--- src/rtl/fetch_decode_if.sv ---
// Shared stage/opcode encodings and the program-ROM fetch handshake
// between the sequencer (master) and the instruction ROM (slave).
package fetch_decode_pkg;

  typedef enum logic [2:0] {
    IDLE      = 3'd0,
    FETCH     = 3'd1,
    DECODE    = 3'd2,
    EXECUTE   = 3'd3,
    WRITEBACK = 3'd4
  } stage_t;

  // Encodings follow the raw opcode so the ALU sees familiar values; 4'h8 is a spare slot reused as NOP.
  typedef enum logic [3:0] {
    ADD_A_IMM = 4'h0,
    MOV_A_B   = 4'h1,
    IN_A      = 4'h2,
    MOV_A_IMM = 4'h3,
    MOV_B_A   = 4'h4,
    ADD_B_IMM = 4'h5,
    IN_B      = 4'h6,
    MOV_B_IMM = 4'h7,
    NOP       = 4'h8,
    OUT_B     = 4'h9,
    OUT_IMM   = 4'hB,
    JNC_IMM   = 4'hE,
    JMP_IMM   = 4'hF
  } opecode_t;

endpackage

interface fetch_decode_if;
  logic       rom_req;
  logic [3:0] rom_addr;
  logic       rom_valid;
  logic [7:0] rom_data;

  modport master (output rom_req, rom_addr, input rom_valid, rom_data);
  modport slave  (input rom_req, rom_addr, output rom_valid, rom_data);
endinterface

--- src/rtl/fetch_decode.sv ---
// Front-end sequencer for the 4-bit CPU: fetches an instruction from ROM,
// decodes it and steps the ALU/register file through EXECUTE and WRITEBACK.
module fetch_decode
  import fetch_decode_pkg::*;
#(
  parameter int FETCH_TIMEOUT = 16,
  parameter int COUNT_W       = 8
) (
  input  logic               clk,
  input  logic               rst_n,
  input  logic               run,
  input  logic               step,
  input  logic [3:0]         pc,
  fetch_decode_if.master     rom,
  output stage_t             stage,
  output opecode_t           opecode,
  output logic [3:0]         imm,
  output logic               reg_we,
  output logic               fault,
  output logic [COUNT_W-1:0] instr_count
);

  localparam int WAIT_W = $clog2(FETCH_TIMEOUT + 1);

  typedef enum logic [2:0] {
    S_IDLE, S_FETCH, S_DECODE, S_EXECUTE, S_WRITEBACK, S_FAULT
  } state_t;

  state_t             state;
  logic [7:0]         ir;
  logic               dvalid;
  logic [3:0]         addr_q;
  logic [WAIT_W-1:0]  wait_cnt;
  logic               single;
  logic [COUNT_W-1:0] count;

  always_ff @(posedge clk or negedge rst_n) begin
    if (!rst_n) begin
      state    <= S_IDLE;
      ir       <= 8'h00;
      dvalid   <= 1'b0;
      addr_q   <= 4'h0;
      wait_cnt <= '0;
      single   <= 1'b0;
      count    <= '0;
    end else begin
      case (state)
        S_IDLE: begin
          if (run) begin
            state    <= S_FETCH;
            addr_q   <= pc;
            wait_cnt <= '0;
          end else if (step) begin
            state    <= S_FETCH;
            addr_q   <= pc;
            wait_cnt <= '0;
            single   <= 1'b1;
          end
        end
        S_FETCH: begin
          if (rom.rom_valid) begin
            ir     <= rom.rom_data;
            dvalid <= 1'b1;
            state  <= S_DECODE;
          end else if (wait_cnt == WAIT_W'(FETCH_TIMEOUT - 1)) begin
            state <= S_FAULT;
          end else begin
            wait_cnt <= wait_cnt + 1'b1;
          end
        end
        S_DECODE:  state <= S_EXECUTE;
        S_EXECUTE: state <= S_WRITEBACK;
        S_WRITEBACK: begin
          count <= count + 1'b1;
          // A single-step request retires exactly one instruction even if run rose meanwhile.
          if (run && !single) begin
            state    <= S_FETCH;
            addr_q   <= pc;
            wait_cnt <= '0;
          end else begin
            state  <= S_IDLE;
            single <= 1'b0;
          end
        end
        S_FAULT: state <= S_FAULT;
        default: state <= S_IDLE;
      endcase
    end
  end

  assign rom.rom_req  = (state == S_FETCH);
  assign rom.rom_addr = addr_q;
  assign reg_we       = (state == S_WRITEBACK);
  assign fault        = (state == S_FAULT);
  assign instr_count  = count;
  assign imm          = ir[3:0];

  always_comb begin
    stage = IDLE;
    case (state)
      S_FETCH:     stage = FETCH;
      S_DECODE:    stage = DECODE;
      S_EXECUTE:   stage = EXECUTE;
      S_WRITEBACK: stage = WRITEBACK;
      default:     stage = IDLE;
    endcase
  end

  // Decode-valid keeps the reset-time IR (8'h00) from reading as ADD_A_IMM.
  always_comb begin
    opecode = NOP;
    if (dvalid) begin
      case (ir[7:4])
        4'b0000: opecode = ADD_A_IMM;
        4'b0001: opecode = MOV_A_B;
        4'b0010: opecode = IN_A;
        4'b0011: opecode = MOV_A_IMM;
        4'b0100: opecode = MOV_B_A;
        4'b0101: opecode = ADD_B_IMM;
        4'b0110: opecode = IN_B;
        4'b0111: opecode = MOV_B_IMM;
        4'b1001: opecode = OUT_B;
        4'b1011: opecode = OUT_IMM;
        4'b1110: opecode = JNC_IMM;
        4'b1111: opecode = JMP_IMM;
        default: opecode = NOP;
      endcase
    end
  end

endmodule
--- src/flat_wrapper.sv ---
// flat-port wrapper written by rule: the top's interface ports become plain ports
module fetch_decode_flat import fetch_decode_pkg::*;
#(
  parameter int FETCH_TIMEOUT = 16,
  parameter int COUNT_W       = 8
)
  (clk, rst_n, run, step, pc, stage, opecode, imm, reg_we, fault, instr_count, rom_rom_req, rom_rom_addr, rom_rom_valid, rom_rom_data);
  fetch_decode_if rom_i ();
  input  logic clk;
  input  logic rst_n;
  input  logic run;
  input  logic step;
  input  logic [3:0] pc;
  output stage_t stage;
  output opecode_t opecode;
  output logic [3:0] imm;
  output logic reg_we;
  output logic fault;
  output logic [COUNT_W-1:0] instr_count;
  output wire logic [$bits(rom_i.rom_req)-1:0] rom_rom_req;
  output wire logic [$bits(rom_i.rom_addr)-1:0] rom_rom_addr;
  input wire logic [$bits(rom_i.rom_valid)-1:0] rom_rom_valid;
  input wire logic [$bits(rom_i.rom_data)-1:0] rom_rom_data;
  assign rom_rom_req = rom_i.rom_req;
  assign rom_rom_addr = rom_i.rom_addr;
  assign rom_i.rom_valid = rom_rom_valid;
  assign rom_i.rom_data = rom_rom_data;
  fetch_decode #(.FETCH_TIMEOUT(FETCH_TIMEOUT), .COUNT_W(COUNT_W)) u_core (.clk(clk), .rst_n(rst_n), .run(run), .step(step), .pc(pc), .rom(rom_i), .stage(stage), .opecode(opecode), .imm(imm), .reg_we(reg_we), .fault(fault), .instr_count(instr_count));
endmodule
--- config.mk ---
export PLATFORM = sky130hd
export DESIGN_NAME = fetch_decode_flat
export DESIGN_NICKNAME = d
export VERILOG_FILES = /design/src/rtl/fetch_decode_if.sv /design/src/rtl/fetch_decode.sv /design/src/flat_wrapper.sv
export SDC_FILE = /design/constraint.sdc
export NUM_CORES = 1
export LEC_CHECK = 0
export ABC_AREA = 1
export CAP_MARGIN = 10
export CORE_MARGIN = 2
export CORE_UTILIZATION = 52
export DETAILED_ROUTE_END_ITERATION = 6
export GPL_TIMING_DRIVEN = 0
export PLACE_DENSITY = 0.85
export SLEW_MARGIN = 20
export SYNTH_ARGS = -nofsm -noshare
export SYNTH_HDL_FRONTEND = slang
export SYNTH_SLANG_ARGS = --single-unit
--- constraint.sdc ---
create_clock -name clk -period 2.9 [get_ports clk]
set_input_delay 0.725 -clock clk [delete_from_list [all_inputs] [get_ports clk]]
set_output_delay 0.725 -clock clk [all_outputs]
set_load 0.01 [all_outputs]
==> results.txt <==
Unique masters post-synth: 31
Critical path depth: 6
Mapped Avg Cell Area: 8.07 µm²
CP Launch Point: u_core.state[0]
Worst Hold Class: in -> async
Pre-antenna DRT Iters: 4
Row Count: 20
CTS tree: built
Cts repair resizes: 0
Peak supply drop: 0.542 mV
Slew @ Worst Pin: 0.646 ns
Mapped Area: 1620 µm²
GPL Wtd Cong: 0.800
Total CTS buffers: 5
Pre-CTS setup slack: 0.661 ns
Initial antenna violation count: 0
Vias in the first global route: 1270
Clock latency on the worst-skew pair: 0.34 ns
Max Clock Freq: 0.378 GHz
Cells after Synth: 201
WP buf/inv: 3
Total GRT Usage: 0.203
CP Launch Type: register
Filler cell count: 233
Lkg Pwr: 1.12 nW
CP cell instances: inv_2 > nor2_4 > nand2_1 > inv_1 > or2_2 > clkdlybuf4s50_1
Die Y: 59.9 µm
Non-filler instance count after layout: 284
Setup TNS: 0 ns
Largest family of logic cells by synthesized area: simple AND/OR/NAND/NOR gates
Critical path arrival: 1.92 ns
Post-Synth Adder-Cell Area: 0.0231
Ys flop type: dfrtp_1
Most frequent cells in the layout: nand2_1, clkdlybuf4s50_1, inv_1, dfrtp_1
Commonest non-fill, non-tap cell in the layout: nand2_1
Fin. max-slew vios: 0
Warnings, synthesis: 0
EDFF count, synth: 0
Die width: 59.9 µm
Synth Area in Simple Gates: 0.332
Synth Area in XOR/XNOR: 0.0216
Post-Syn Nets: 221
Async set-or-reset flop fraction in the synthesized netlist: 1.00
Critical path fanouts, max: 4
Mux contribution to synthesized area: 0
Slowest cell delay on critical path: 0.48 ns
Reg2reg path depth: 10
Drt initial violations: 80
Top cell family by delay on the critical path: buffers and inverters
Clk sinks: 30
Antenna viol nets, final: 0
Worst relative slew slack: 0.569
Post-CTS setup repair buffer count: 0
Residual DRC: 0
Min Tclk post-route: 2.64 ns
Data required, critical path: 2.17 ns
CP Class: reg -> out
Largest net degree at the start of global routing: 31
Number of synthesized register bits: 30
Crit end category: output port
Max Buffers Root-to-Sink: 2
Grt ovf: 0
Initial Utilization: 0.540
Slowest CP cell: clkdlybuf4s50_1
HPWL Detailed: 2.51 mm
Status: completed
Diodes inserted: 0
Setup ws final: 0.256 ns
Die ar.: 3580 µm²
Port-buffer cells: 42
RR Endpoint: u_core.wait_cnt[3]
First-pass GRT wire length: 5.33 mm
Clock skew: 0.0132 ns
Worst hold slack: 0.395 ns
Worst reg2reg path startpoint: u_core.wait_cnt[0]
Complex-gate fraction of the synthesized area: 0.0547
Tcrit/Tclk final: 0.912
Nets: 270
Max cap viols: 0
Number of setup violations in the final report: 0
Area Growth Syn to Fin: 31.8%
# IOs: 43
Register area share after synthesis: 0.463
RSZ-0062 raised after global routing: no
Crit path capture: stage[0]
Total chip power: 2.02 mW
Core area: 3000 µm²
Vias per std cell: 4.84
Hold Vio Cnt, Final: 0
H-tree Lvls: 2
Worst-path clk slew: 0.10 ns
Cells after DPL: 276
Total number of vias: 1374
Worst reg2reg setup slack: 1.25 ns
WL/cell: 11.4 µm
Final wirelength: 3.24 mm
CTS root buf: clkbuf_4
Layout cells sized above 1: 0.131
# hold bufs at CTS: 0
PwrDens: 944 nW/µm²
cell type report:
type,instances,area (µm²),area share
Buffer,6,48.8,0.0228
Multi-Input combinational cell,132,699,0.327
Tap cell,33,41.3,0.0193
Clock buffer,7,55.1,0.0257
Sequential cell,30,751,0.351
Timing Repair Buffer,42,415,0.194
Clock inverter,1,5.00,0.00234
Inverter,33,124,0.0579
worst reg2reg max path, stage by stage, from the launching register on:
cell and delay, ns:
dfrtp_1 0.42, ha_1 0.23, nand2_1 0.09, nor2_1 0.05
ha_1 0.20, inv_1 0.09, nand3_1 0.08, nand2_1 0.08
nand4_2 0.16, nand2_1 0.10, nand2_1 0.04
synthesized netlist by cell type, types with 3 or more instances:
cell	number	area share
buf_4	5	0.023
ha_1	3	0.023
o21ai_0	4	0.012
nor2_1	12	0.028
inv_1	30	0.069
nand2_1	66	0.15
dfrtp_1	30	0.46
nor2_4	3	0.021
nand3_1	12	0.037
inv_2	3	0.0069
xor2_1	3	0.016
stage by stage:
stage,area (µm²),utilization
floorplan,1620,-
global placement,2080,0.694
detailed placement,2080,0.693
CTS,2140,0.713
global route,2140,0.713
finish,2140,0.713
flip-flops by register name (all words and copies together), names as in the netlist:
register,cells
u_core.single,1
u_core.wait_cnt,5
u_core.state,3
u_core.ir,8
u_core.rom.rom_addr,4
u_core.dvalid,1
u_core.instr_count,8
how the worst min path moves through the flow:
stage | startpoint | endpoint | depth (start not counted)
final | rst_n | u_core.wait_cnt[0] | 1
after global routing | rst_n | u_core.wait_cnt[0] | 1
after CTS | rst_n | u_core.wait_cnt[4] | 1
after detailed placement | u_core.rom.rom_addr[1] | u_core.rom.rom_addr[1] | 2
after global placement | u_core.rom.rom_addr[0] | u_core.rom.rom_addr[0] | 2
after floorplan | rst_n | u_core.dvalid | 0
report_power, final:
group | leakage (nW) | internal (mW) | switching, mW
Clock | 0.0353 | 0.117 | 0.145
Combinational | 0.700 | 0.522 | 0.555
Sequential | 0.380 | 0.563 | 0.118
logic make-up (layout without fill, tap and decap cells):
group	count (synthesis)	after routing
compound gates	14	14
xor+xnor	4	4
simple gates	111	111
fa+ha+maj	3	3
buf+inv	39	89
flops	30	30
layer usage:
layer | routed length, µm | global-route usage | up-vias
li1 | - | - | 717
met1 | 1440 | 0.263 | 625
met2 | 1610 | 0.309 | 28
met3 | 146 | 0.0671 | 4
met4 | 39 | 0.0889 | 0
met5 | 0 | 0 | -
No activity file was read; power rests on OpenSTA's default activity.
